$ cat src/rtl/bg_object_spawner_pkg.sv
// Shared constants and helpers for the background object spawner.
// Holds coordinate-width and spawn-value rules also used by the obstacle spawner.
package bg_object_spawner_pkg;

  localparam int SCREEN_W_BITS = 10;
  localparam int GEN_LINE_DEF  = 250;
  localparam int SPAWN_LO_W    = 5;

  function automatic int pos_w(input int conv);
    return SCREEN_W_BITS - conv;
  endfunction

  // Spawn values are all-ones above a 5-bit random offset.
  function automatic int spawn_hi_ones(input int pw);
    return pw - SPAWN_LO_W;
  endfunction

endpackage

$ cat src/rtl/bg_obj_slot.sv
// One scrolling object slot: position register with saturating
// subtract on motion and a load port for spawns.
module bg_obj_slot #(
  parameter int POS_W  = 10,
  parameter int STEP_W = 3
) (
  input  logic              clk,
  input  logic              rst,
  input  logic              freeze,
  input  logic              move,
  input  logic [STEP_W-1:0] step,
  input  logic              load,
  input  logic [POS_W-1:0]  load_val,
  output logic [POS_W-1:0]  pos,
  output logic              active
);

  logic [POS_W-1:0] step_ext;
  logic [POS_W-1:0] pos_nxt;

  assign step_ext = POS_W'(step);

  always_comb begin
    pos_nxt = pos;
    if (load) begin
      pos_nxt = load_val;
    end else if (move && (pos != '0)) begin
      pos_nxt = (step_ext >= pos) ? '0 : pos - step_ext;
    end
  end

  always_ff @(posedge clk) begin
    if (rst) begin
      pos    <= '0;
      active <= 1'b0;
    end else if (!freeze) begin
      pos    <= pos_nxt;
      active <= (pos_nxt != '0);
    end
  end

endmodule

$ cat src/rtl/bg_object_spawner.sv
// Round-robin background scenery spawner; a new object is released
// only after the previous one has scrolled past the generation line.
module bg_object_spawner
  import bg_object_spawner_pkg::*;
#(
  parameter int N_OBJ    = 2,
  parameter int CONV     = 0,
  parameter int GEN_LINE = GEN_LINE_DEF,
  parameter int STEP_W   = 3,
  localparam int POS_W   = pos_w(CONV),
  localparam int IDX_W   = $clog2(N_OBJ)
) (
  input  logic                   clk,
  input  logic                   rst,
  input  logic                   freeze,
  input  logic                   move_tick,
  input  logic [STEP_W-1:0]      step,
  input  logic [7:0]             rng,
  output logic [N_OBJ*POS_W-1:0] obj_pos,
  output logic [N_OBJ-1:0]       obj_active,
  output logic                   spawn_pulse,
  output logic [IDX_W-1:0]       spawn_idx
);

  localparam int HI_W = spawn_hi_ones(POS_W);
  localparam logic [POS_W-1:0] GEN_P = POS_W'(GEN_LINE);
  localparam logic [IDX_W-1:0] LAST_SLOT = IDX_W'(N_OBJ - 1);

  logic [IDX_W-1:0] next_idx;
  logic [IDX_W-1:0] last_idx;
  logic             gate_open;

  logic [POS_W-1:0] pos_arr [N_OBJ];
  logic [N_OBJ-1:0] load_vec;
  logic [POS_W-1:0] last_pos;
  logic [POS_W-1:0] spawn_val;
  logic             spawn;
  logic             unused_rng;

  assign unused_rng = ^{rng[7], rng[1:0]};
  assign spawn_val  = {{HI_W{1'b1}}, rng[6:2]};
  assign last_pos   = pos_arr[last_idx];
  assign spawn      = gate_open && (pos_arr[next_idx] == '0) && !freeze;

  for (genvar k = 0; k < N_OBJ; k++) begin : g_slot
    assign load_vec[k] = spawn && (next_idx == IDX_W'(k));

    bg_obj_slot #(
      .POS_W  (POS_W),
      .STEP_W (STEP_W)
    ) u_slot (
      .clk      (clk),
      .rst      (rst),
      .freeze   (freeze),
      .move     (move_tick),
      .step     (step),
      .load     (load_vec[k]),
      .load_val (spawn_val),
      .pos      (pos_arr[k]),
      .active   (obj_active[k])
    );

    assign obj_pos[k*POS_W +: POS_W] = pos_arr[k];
  end

  // An idle last slot reads 0, which also satisfies the <= test.
  always_ff @(posedge clk) begin
    if (rst) begin
      next_idx    <= '0;
      last_idx    <= LAST_SLOT;
      gate_open   <= 1'b1;
      spawn_pulse <= 1'b0;
      spawn_idx   <= '0;
    end else if (freeze) begin
      spawn_pulse <= 1'b0;
    end else if (spawn) begin
      last_idx    <= next_idx;
      next_idx    <= (next_idx == LAST_SLOT) ? '0 : next_idx + 1'b1;
      gate_open   <= 1'b0;
      spawn_pulse <= 1'b1;
      spawn_idx   <= next_idx;
    end else begin
      spawn_pulse <= 1'b0;
      if (last_pos <= GEN_P) begin
        gate_open <= 1'b1;
      end
    end
  end

endmodule
$ cat config.mk
export PLATFORM = sky130hd
export DESIGN_NAME = bg_object_spawner
export DESIGN_NICKNAME = d
export VERILOG_FILES = /design/src/rtl/bg_object_spawner_pkg.sv /design/src/rtl/bg_obj_slot.sv /design/src/rtl/bg_object_spawner.sv
export SDC_FILE = /design/constraint.sdc
export NUM_CORES = 1
export LEC_CHECK = 0
export CORE_MARGIN = 8
export CORE_UTILIZATION = 45
export CTS_BUF_LIST = sky130_fd_sc_hd__clkbuf_16
export DETAILED_ROUTE_END_ITERATION = 12
export PLACE_DENSITY = 0.69
export SKIP_CTS_REPAIR_TIMING = 1
export SYNTH_ARGS = -nofsm -noshare
export SYNTH_HDL_FRONTEND = slang
export SYNTH_HIERARCHICAL = 1
export SYNTH_SLANG_ARGS = --single-unit
$ cat constraint.sdc
create_clock -name clk -period 4.7 [get_ports clk]
set_input_delay 0.94 -clock clk [delete_from_list [all_inputs] [get_ports clk]]
set_output_delay 0.94 -clock clk [all_outputs]
set_load 0.02 [all_outputs]
# ---- Word-level counts from Yosys, hierarchy flattened
# Cells that the tools add are included.
dict set report totals {
  reg_bits 27
  output_inout_bits 24
}
dict set report classes {
  addsub 3
  magnitude_cmp 5
  mux 16
  bitwise 4
  reduce_logical 16
}
# cell count
set op_table {}
lappend op_table {{$mux W10} 12}
lappend op_table {{$reduce_bool A10 Y1} 4}
lappend op_table {{$ge A3 B10 Y1} 2}
lappend op_table {{$sub A10 B3 Y10} 2}
lappend op_table {{$le A10 B8 Y1 const B} 1}
lappend op_table {{$logic_not A10 Y1} 1}
lappend op_table {{$logic_and A1 B1 Y1} 6}
lappend op_table {{$ge A2 B2 Y1 const B} 2}
lappend op_table {{$mux W1} 4}
lappend op_table {{$not A1 Y2} 2}
lappend op_table {{$reduce_and A2 Y1} 2}
lappend op_table {{$not A1 Y1} 2}
lappend op_table {{$reduce_bool A2 Y1} 1}
lappend op_table {{$reduce_or A2 Y1} 1}
lappend op_table {{$add A1 B1 Y1 const B} 1}
lappend op_table {{$logic_not A1 Y1} 1}

# ---- Longest topological paths before layout
# Gate-level depths: netlist of run 1.
dict set report depth {
  ltp_word 10
  mapped_depth 10
  depth_no_buf 10
}

# ---- Cells and area by module
# Netlist of run 1, hierarchy kept.
# module n_inst cells_per_inst area_each_um2 seq_area_each_um2
set by_module_without_submodules {}
lappend by_module_without_submodules {{bg_obj_slot (g_slot[0].u_slot)} 1 125 1001.0 220.2}
lappend by_module_without_submodules {{bg_obj_slot (g_slot[1].u_slot)} 1 130 991.0 220.2}
lappend by_module_without_submodules {bg_object_spawner 1 40 340.3 100.1}

# ---- Least setup slack after synthesis of run 1
# OpenSTA, ideal clock, no wires.
dict set report synth_timing {
  kind {input to register}
  start {input step[2]}
  end {register g_slot[1].u_slot.active}
  setup_ns 0.114
  arrival_ns 2.587
  required_time_ns 4.586
  slack_ns 1.999
  cell_stages 9
  path_cell_list {inv_1 -> ha_1 -> nor2b_1 -> nand2b_2 -> or3_1 -> a211oi_2 -> nand3b_1 -> a22o_1 -> a21o_1}
}
dict set report synth_between {
  elab_chain_cells 5
  elab_cells_between_ends 6
}
# item line
set synth_lines {}
lappend synth_lines {{start: declaration} bg_object_spawner.sv:17} ;# input logic [STEP_W-1:0] step,
lappend synth_lines {{$sub A10 B3 Y10 or $ge A3 B10 Y1 (tied branches)} bg_obj_slot.sv:28} ;# pos_nxt = (step_ext >= pos) ? '0 : pos - step_ext;
lappend synth_lines {{$mux W10 *} bg_obj_slot.sv:28}
lappend synth_lines {{$mux W10 *} bg_obj_slot.sv:27} ;# end else if (move && (pos != '0)) begin
lappend synth_lines {{$mux W10 *} bg_obj_slot.sv:25} ;# if (load) begin
lappend synth_lines {{$reduce_bool A10 Y1 *} bg_obj_slot.sv:38} ;# active <= (pos_nxt != '0);
lappend synth_lines {{end signal: assignment} bg_obj_slot.sv:38}
lappend synth_lines {{end: declaration} bg_obj_slot.sv:15} ;# output logic active
# Every way passes the cells marked *; elsewhere a longest branch is shown, timed or not.
# A chain may end at the register's enable or synchronous reset.

# ---- Final worst setup path of run 1
dict set report layout_timing {
  start {input step[1]}
  end {register g_slot[1].u_slot.active}
}
# Same word-level chain as after synthesis.

==> results.tsv, run 1 <==
metric	value	unit
I/O Pins	39	
clock transition at the registers of the reported paths	0.07	ns
status	completed	
Die H	87.99	um
max_slew headroom	0.4542	
Leak	1.082	nW
Tcrit/Tclk final	0.7065	
Avg Vias per Cell	5.680	
DP HPWL	4.931	mm
DR iter-0 viols	121	
Routed WL	6.520	mm
Initial Utilization	0.4625	
CP required	4.87	ns
WL per Instance	15.90	um
Syn Std Cell Area	0.002332	mm2
Worst Path Arrival	3.49	ns
initial antenna violation count	0	
sequential fraction of the synthesis area	0.2318	
Cell Pwr Density	523.1	mW/mm2
Area contributors post-synth	dfxtp_1 (23%), nor2_1 (4.2%), a21oi_1 (3.6%)	
Vias	2329	
Syn Inst Count	295	
Synth Register Bits	27	
max-cap viol count	0	
Most used DFF post-synth	dfxtp_1	
global routing's busiest layer	met2	
worst hold slack	0.4571	ns
syn_area_per_cell	7.906	um2
worst-path cell chain	clkdlybuf4s50_1 -> inv_1 -> ha_1 -> nor2b_1 -> o21ai_0 -> and4b_1 -> xnor2_1 -> o221ai_1 -> a21o_1 -> a21o_1	
Total GRT Usage	0.1745	
number of enable flip-flop cells after synthesis	0	
setup TNS	0	ns
maximum VDD drop	0.2476	mV
GR Layer Usage met3	0.02908	
first-pass GRT wire length	10.87	mm
global route overflow	0	
Final min period	3.321	ns
Die W	87.99	um
Setup Skew	0.005139	ns
GRT met2 Usage	0.3057	
Worst Tran Pin Value	0.8161	ns
most frequent cell on the critical path	a21o_1	
final core occ	0.5687	
cts bufs inserted	3	
slowest library cell on the worst path	clkdlybuf4s50_1	
Root Driver	clkbuf_16	
endpoints failing setup	0	
Routability Congestion	0.8995	
synth-to-layout area growth	22.96	%
nets@finish	364	
CTS tree	yes	
Pre-antenna DRT Iters	4	
Critical Path Max Stage Delay	0.61	ns
Global Route met1 Usage	0.2101	
ys async rst share	0	
clock buffer depth	2	
pin count of the biggest net entering global routing	38	
area share of the largest cell type after synthesis	0.2318	
antenna cells	0	
CP Capture Type	flop	
most frequent cells after synthesis	dfxtp_1 (27), nor2_1 (26), nand2_1 (20)	
CP Class	primary input to flop	
H-Tree Depth	1	
IO Port Bufs	35	
# DRC	0	
vias in the first global route	2273	
critical path startpoint category	primary input	
count leader, synth	dfxtp_1	
core box area	0.005042	mm2
RSZ-0062 raised after global routing	false	
Crit Path Max Fanout	5	
Final Hold Viols	0	
Distinct cells, synth	65	
clk_lat worst skew	0.26	ns
Slew Limit Fails	0	
CTS sink cnt	27	
HP Class	flop to flop	
Routed Antenna Nets	0	
layout cells sized above 1	0.09118	
Die Footprint	0.007742	mm2
fill count	496	
FMAX	0.3012	GHz
Core Rows	26	
area leader, netlist	dfxtp_1	
synth warn	6	
worst max-delay path: cells and delay by family:
family | cells | cell delay (ns)
fa+ha+maj | 1 | 0.30
simple gates | 2 | 0.48
xor+xnor | 1 | 0.14
buf+inv | 2 | 0.68
compound gates | 4 | 0.93
per-layer routing:
layer	up-vias	wire length, um
met2	61	3179
li1	1182	-
met3	10	303
met4	0	105
met1	1076	2931
met5	-	0
cell usage in the layout (no fill, tap or decap), types with 3 or more instances in the layout:
master / n
a211oi_1: 9
a21o_1: 3
a21oi_1: 17
a31oi_1: 11
a32o_1: 3
buf_4: 3
clkbuf_16: 3
clkdlybuf4s50_1: 35
conb_1: 16
dfxtp_1: 27
ha_1: 6
inv_1: 20
mux2i_1: 7
nand2_1: 20
nand2b_2: 4
nand3_1: 6
nand3_2: 3
nand4_1: 7
nor2_1: 26
nor2b_1: 13
nor3_1: 13
nor4_1: 5
o21ai_0: 14
or3_1: 3
xnor2_1: 8
flip-flops by register name (all words and copies together), names as in the netlist:
signal,cells
g_slot.u_slot/pos,20
g_slot.u_slot/active,2
gate_open,1
last_idx,1
next_idx,1
spawn_idx,1
spawn_pulse,1
path summary, 6_finish.rpt:
check | end | start | slack, ns | cells past startpoint
max | g_slot[1].u_slot/active | step[1] | 1.38 | 10
max reg2reg | g_slot[0].u_slot/active | g_slot[0].u_slot/pos[0] | 2.04 | 10
min reg2reg | spawn_idx | spawn_idx | 0.46 | 2
min | spawn_idx | spawn_idx | 0.46 | 2
power breakdown:
group / total (mW) / switching (mW) / internal [mW]
registers: 0.398 / 0.112 / 0.286
logic: 0.904 / 0.492 / 0.412
clock network: 0.197 / 0.0832 / 0.114
total: 1.50 / 0.687 / 0.813
cell families (layout without fill, tap and decap cells):
group                      Yosys count  in the layout  share of synthesized area
DFF                                 27             27                     0.2318
adders and majority gates            8              8                    0.04936
buffers and inverters               31             61                    0.05633
and+or+nand+nor                    130            130                     0.3546
xor gates and xnor gates             9              9                    0.03380
muxes                                7              7                    0.03004
AOI/OAI and AO/OA                   82             82                     0.2425
other                                1             16                   0.001608
stage by stage:
stage | std cells | instance area, um2 | power (mW) | worst slack, ns
floorplan | 310 | 2389 | 1.053 | 1.999
global placement | 406 | 2789 | 1.291 | 1.132
detailed placement | 406 | 2789 | 1.301 | 1.102
CTS | 410 | 2868 | 1.504 | 1.380
global route | 410 | 2868 | 1.627 | 1.235
finish | 410 | 2868 | 1.500 | 1.379
area by class of cell:
class | instances | area, um2 | area share
multi-input combinational | 252 | 1717 | 0.5986
sequential | 27 | 540.5 | 0.1885
tap | 70 | 87.58 | 0.03054
clock buffer | 3 | 75.07 | 0.02618
inverter | 19 | 71.32 | 0.02487
timing repair buffer | 38 | 372.9 | 0.1300
clock inverter | 1 | 3.754 | 0.001309
(Power assumes the default switching activity.)
==> inputs of run 2 (changes only) <==
Settings changed: PLACE_DENSITY 0.69 to 0.72.
Clock period 4.7 ns to 2.75 ns, I/O delays scaled along.
==> run 2 against run 1 <==
  * Worst hold slack better by 0.0013 ns
  * Clock power up 75%
  * Flip-flop and latch count unchanged
  * Combinational power up 88%
  * Global-route usage up 0.57 points
  * Sequential power up 73%
  * Register-to-register slack worse by 1.8 ns
  * Power up 82%
  * Via count up 6.1%
  * Critical endpoint is now g_slot[0].u_slot/active
==> results.tsv, run 2 (synthesis results as in run 1) <==
metric	value	unit	change
CP Capture Type	flop		
Seq pwr share	0.252		-0.014
antenna cells	0		unchanged
WP depth	10		unchanged
hold_sp	spawn_idx		
CTS sink cnt	27		unchanged
reg-to-reg setup timing slack	0.27	ns	-1.77 ns
number of flip-flops in the largest register	20		unchanged
layout cells sized above 1	0.1762		+0.08498
Pre-antenna DRT Iters	4		unchanged
Cell Pwr Density	881.2	mW/mm2	+68%
Layout Cells excl Fill	439		+7.1%
DP HPWL	5.216	mm	+5.8%
slowest library cell on the worst path	clkdlybuf4s50_1		
Worst Setup Slack, final	0.1262	ns	-1.253 ns
Critical Path Max Stage Delay	0.48	ns	-0.13 ns
core box area	0.005042	mm2	unchanged
worst slack, placed	-0.2224	ns	-1.324 ns
nets@finish	393		+8.0%
cell family with most CP delay	simple AND/OR/NAND/NOR gates		
R2R depth	10		unchanged
global route overflow	0		unchanged
Initial Utilization	0.4625		unchanged
most common cell after layout, fill and taps aside	clkdlybuf4s50_1		
Sw Share	0.4479		-0.01022
pin count of the biggest net entering global routing	38		unchanged
H-Tree Depth	1		unchanged
Slew Limit Fails	0		unchanged
critical path startpoint category	primary input		
clock power share	0.126		-0.006
Die Footprint	0.007742	mm2	unchanged
cts bufs inserted	3		unchanged
clock transition at the registers of the reported paths	0.07	ns	about the same
clk_lat worst skew	0.26	ns	about the same
register bank with the most flops	g_slot.u_slot/pos		
Routed WL	6.688	mm	+2.6%
first-pass GRT wire length	11.43	mm	+5.1%
Die W	87.99	um	unchanged
Routed Antenna Nets	0		unchanged
HP Class	flop to flop		
status	completed		
FMAX	0.3811	GHz	
IO Port Bufs	35		unchanged
Crit Path Max Fanout	5		unchanged
worst-path cell chain	clkdlybuf4s50_1 -> inv_1 -> ha_1 -> nor2b_2 -> o21ai_0 -> nand3_2 -> nand2b_2 -> o221ai_1 -> nor4_2 -> nor3_1		
endpoints failing setup	0		unchanged
Worst Tran Pin Value	0.5297	ns	-0.2864 ns
Net Sw Power	1.225	mW	+78%
P_int	1.510	mW	+86%
FF-to-FF Start	g_slot[0].u_slot/pos[0]		
Core Rows	26		unchanged
Setup Skew	0.005836	ns	+0.0006970 ns
CTS tree	yes		
Tcrit/Tclk final	0.9541		
Leak	1.227	nW	+13%
max-cap viol count	0		unchanged
initial antenna violation count	0		unchanged
DR iter-0 viols	124		+2.5%
I/O Pins	39		unchanged
RSZ-0062 raised after global routing	false		
# DRC	0		unchanged
clock buffer depth	2		unchanged
vias in the first global route	2485		+9.3%
top flop regs	g_slot.u_slot/pos (20), g_slot.u_slot/active (2)		
Final Hold Viols	0		unchanged
WL per Instance	15.23	um	-4.2%
max_slew headroom	0.6441		+0.1899
final core occ	0.6154		+0.04665
Routability Congestion	0.9136		+1.6%
Total GRT Usage	0.1802		+0.005745
fill count	470		-5.2%
synth-to-layout area growth	33.05	%	
placed cell count	435		+7.1%
Critical R2R Capture	g_slot[0].u_slot/active		
Final min period	2.624	ns	
Reg area	540.5	um2	unchanged
CP required	2.90	ns	-1.97 ns
Die H	87.99	um	unchanged
combinational fraction of design power	0.622		+0.019
Root Driver	clkbuf_16		
most frequent cells in the layout	clkdlybuf4s50_1 (34), buf_4 (32), dfxtp_1 (27), nor2_1 (26), nand2_1 (20)		
Hold Crit Depth	2		unchanged
hold endpoint	spawn_idx		
Avg Vias per Cell	5.629		-0.91%
Buffers & Inverters on Critical Path	2		unchanged
maximum VDD drop	0.4009	mV	+62%
area of the multi-input gates	0.001728	mm2	+0.66%
setup TNS	0	ns	unchanged
CP Class	primary input to flop		
Worst Path Arrival	2.77	ns	-0.72 ns
Vias	2471		+6.1%
run 2: metal layers:
metal / global-route usage / part of all wire / vias to the layer above
li1: - / - / 1242
met1: 0.2109 / 0.44 / 1142
met2: 0.3324 / 0.50 / 77
met3: 0.02627 / 0.056 / 10
met4: 0.04063 / 0.012 / 0
met5: 0 / 0 / -
run 2: final cells by class:
type,instances,share of cell area
clock buffers,3,0.02419
clock inverters,1,0.002419
inverters,19,0.02298
multi-input cells,252,0.5569
flip-flops and latches,27,0.1742
well taps,70,0.02823
repair buffers,67,0.1911
run 2: worst reg2reg max path: cells and delay by family, from the launching register on:
kind / cells / cell delay (ns)
adder cells (fa/ha/maj): 2 / 0.64
flip-flops: 1 / 0.51
AO/OA/AOI/OAI: 1 / 0.17
buffers and inverters: 1 / 0.11
AND/OR/NAND/NOR: 5 / 0.85
XOR/XNOR: 1 / 0.09
run 2: per-stage QoR:
stage / instance area [um2] / power [mW] / hold slack, ns
3_5_place_dp: 3007 / 2.370 / 0.4502
2_1_floorplan: 2389 / 1.799 / 0.4719
6_report: 3103 / 2.734 / 0.4584
4_1_cts: 3089 / 2.726 / 0.4610
3_3_place_gp: 3007 / 2.330 / 0.4495
5_1_grt: 3103 / 2.942 / 0.4760
run 2: worst max path at each step:
stage             from                      end  slack, ns
5_1_grt        step[2]  g_slot[0].u_slot/active       0.02
3_5_place_dp   step[1]  g_slot[0].u_slot/active      -0.22
3_3_place_gp   step[0]  g_slot[1].u_slot/active      -0.20
6_report       step[2]  g_slot[0].u_slot/active       0.13
2_1_floorplan  step[2]  g_slot[1].u_slot/active       0.44
4_1_cts        step[1]  g_slot[0].u_slot/active       0.05
run 2: power by group through the flow:
stage / registers, mW / logic, mW / clock network (mW)
after floorplan: 0.739 / 1.06 / 0
after global placement: 0.690 / 1.64 / 0
after detailed placement: 0.694 / 1.68 / 0
after CTS: 0.686 / 1.69 / 0.355
after global routing: 0.709 / 1.86 / 0.372
final: 0.689 / 1.70 / 0.344
==> inputs of run 3 (changes only) <==
Settings changed: PLACE_DENSITY 0.72 to 0.73, SYNTH_HIERARCHICAL 1 to not set.
==> run 3 against run 2 <==
  * Setup slack worse by 0.060 ns
  * Worst hold slack better by 0.045 ns
  * Synthesized cell count down 8.8%
  * First-iteration DRC count up 4.8%
  * Die area down 9.5%
  * Utilization up 1.3 points
  * Wire length down 3.7%
  * Clock power down 3%
  * Flip-flop and latch count unchanged
  * Clock skew down 0.0039 ns
  * Combinational power down 45%
  * Clock-buffer cell count unchanged
  * Critical path type unchanged
  * Largest cell class unchanged
==> results.tsv, run 3 <==
metric	value	unit	change
Synth Net Count	292		
most frequent cells after synthesis	dfxtp_1 (27), nor2_1 (26), a21oi_1 (24)		
initial antenna violation count	0		unchanged
top flop regs	g_slot.u_slot.pos (20), g_slot.u_slot.active (2)		
Die W	83.69	um	-4.9%
DR WL met3	572	um	+54%
CTS sink cnt	27		unchanged
Die H	83.69	um	-4.9%
Metal-1 WL	2.932	mm	+0.48%
Routed WL	6.441	mm	-3.7%
Most used DFF post-synth	dfxtp_1		
CP required	2.89	ns	about the same
fill count	404		-14%
Die Footprint	0.007004	mm2	-9.5%
WL per Instance	17.22	um	+13%
Crit Path Max Fanout	3		-2
RSZ-0062 raised after global routing	true		
syn_area_per_cell	7.665	um2	-3.0%
max_slew headroom	0.6352		-0.008971
Placed Area	0.002628	mm2	-13%
maximum VDD drop	0.3171	mV	-21%
critical path startpoint category	primary input		
core box area	0.004384	mm2	-13%
cts bufs inserted	3		unchanged
Cell Pwr Density	654.0	mW/mm2	-26%
H-Tree Depth	1		unchanged
Worst Setup Slack, final	0.06621	ns	-0.05998 ns
Pre-antenna DRT Iters	4		unchanged
Slew Limit Fails	0		unchanged
area share of the largest cell type after synthesis	0.2621		+0.03038
synth-to-layout area growth	33.56	%	
clk_lat worst skew	0.26	ns	about the same
Final min period	2.684	ns	+0.05998 ns
setup TNS	0	ns	unchanged
DR iter-0 viols	130		+4.8%
# DRC	0		unchanged
max-cap viol count	0		unchanged
synth warn	0		-6
global route overflow	0		unchanged
Synth Register Bits	27		unchanged
Initial Utilization	0.4703		+0.007789
Total GRT Usage	0.1811		+0.0008558
Leak	1.065	nW	-13%
Setup Skew	0.001952	ns	-0.003883 ns
count leader, synth	dfxtp_1		
CP Capture Type	flop		
DR top layer	met4		
Final Instance Area	0.002754	mm2	-11%
area leader, netlist	dfxtp_1		
first-pass GRT wire length	10.83	mm	-5.3%
number of flip-flops in the largest register	20		unchanged
power consumption	1.801	mW	-34%
sequential fraction of the synthesis area	0.2621		+0.03038
Tcrit/Tclk final	0.9759		+0.02181
DR WL met2	2.859	mm	-14%
clock buffer depth	2		unchanged
layout cells sized above 1	0.1615		-0.01466
ys async rst share	0		unchanged
antenna cells	0		unchanged
number of enable flip-flop cells after synthesis	0		unchanged
Final Hold Viols	0		unchanged
Routability Congestion	0.9455		+3.5%
Area contributors post-synth	dfxtp_1 (26%), a21oi_1 (5.8%), nor2_1 (4.7%)		
register bank with the most flops	g_slot.u_slot.pos		
clock transition at the registers of the reported paths	0.07	ns	about the same
Core Rows	24		-7.7%
Root Driver	clkbuf_16		
HP Class	flop to flop		
CP Class	primary input to flop		
Syn Inst Count	269		-8.8%
IO Port Bufs	35		unchanged
Worst Tran Pin Value	0.5432	ns	+0.01345 ns
Routed Antenna Nets	0		unchanged
endpoints failing setup	0		unchanged
CTS tree	yes		
pin count of the biggest net entering global routing	19		-50%
Syn Std Cell Area	0.002062	mm2	-12%
worst slack, placed	-0.3175	ns	-0.09509 ns
most frequent cells in the layout	clkdlybuf4s50_1 (35), buf_4 (31), dfxtp_1 (27), nor2_1 (26), a21oi_1 (23)		
vias in the first global route	2181		-12%
nets@finish	346		-12%
I/O Pins	39		unchanged
Avg Vias per Cell	6.115		+8.6%
most common cell after layout, fill and taps aside	clkdlybuf4s50_1		
status	completed		
Distinct cells, synth	57		-12%
FMAX	0.3726	GHz	-2.2%
Vias	2287		-7.4%
Worst Path Arrival	2.83	ns	+0.06 ns
DP HPWL	4.870	mm	-6.7%
-- run 3: layout make-up --
class | instances | area [um2] | area share
clock inverters | 1 | 3.754 | 0.001363
well taps | 52 | 65.06 | 0.02363
repair buffers | 67 | 603.1 | 0.2190
clock buffers | 3 | 75.07 | 0.02726
multi-input cells | 210 | 1414 | 0.5134
flip-flops and latches | 27 | 540.5 | 0.1963
inverters | 14 | 52.55 | 0.01908
-- run 3: cell families (layout without fill, tap and decap cells) --
family / Yosys count / in the layout / synth area share
AND/OR/NAND/NOR: 106 / 106 / 0.2822
flip-flops: 27 / 27 / 0.2621
AO/OA/AOI/OAI: 90 / 90 / 0.2998
adder cells (fa/ha/maj): 8 / 8 / 0.05583
multiplexers: 4 / 4 / 0.02002
XOR/XNOR: 2 / 2 / 0.008497
buffers and inverters: 32 / 85 / 0.07160
-- run 3: worst paths after layout --
kind | from | slack (ns) | depth (start not counted) | end
hold reg to reg | spawn_idx | 0.50 | 2 | spawn_idx
setup / recovery | step[0] | 0.07 | 9 | g_slot[1].u_slot.active
hold / removal | spawn_idx | 0.50 | 2 | spawn_idx
setup reg to reg | g_slot[1].u_slot.pos[0] | 0.33 | 10 | g_slot[1].u_slot.active
-- run 3: metrics by stage --
| stage | hold slack [ns] | instances | utilization |
|---|---|---|---|
| CTS | 0.5065 | 373 | 0.6173 |
| global route | 0.5595 | 374 | 0.6281 |
| detailed placement | 0.4813 | 369 | 0.5993 |
| floorplan | 0.4531 | 269 | - |
| finish | 0.5032 | 374 | 0.6281 |
| global placement | 0.4737 | 369 | 0.5993 |
-- run 3: metal layers --
metal	track usage	vias up
met4	0.05965	0
met5	0	-
met1	0.2490	1067
met3	0.02930	6
met2	0.2765	93
li1	-	1121
-- run 3: critical path: stages --
cell             delay [ns]
clkdlybuf4s50_1        0.49
ha_2                   0.20
fa_1                   0.19
nor2b_1                0.06
or3_4                  0.39
o41a_1                 0.31
o31a_1                 0.29
nor4_2                 0.26
a21oi_1                0.09
-- run 3: power breakdown --
group	internal (mW)	total (mW)	switching [mW]
Clock	0.195	0.333	0.138
Sequential	0.447	0.531	0.0844
Combinational	0.434	0.937	0.502
Total	1.08	1.80	0.725
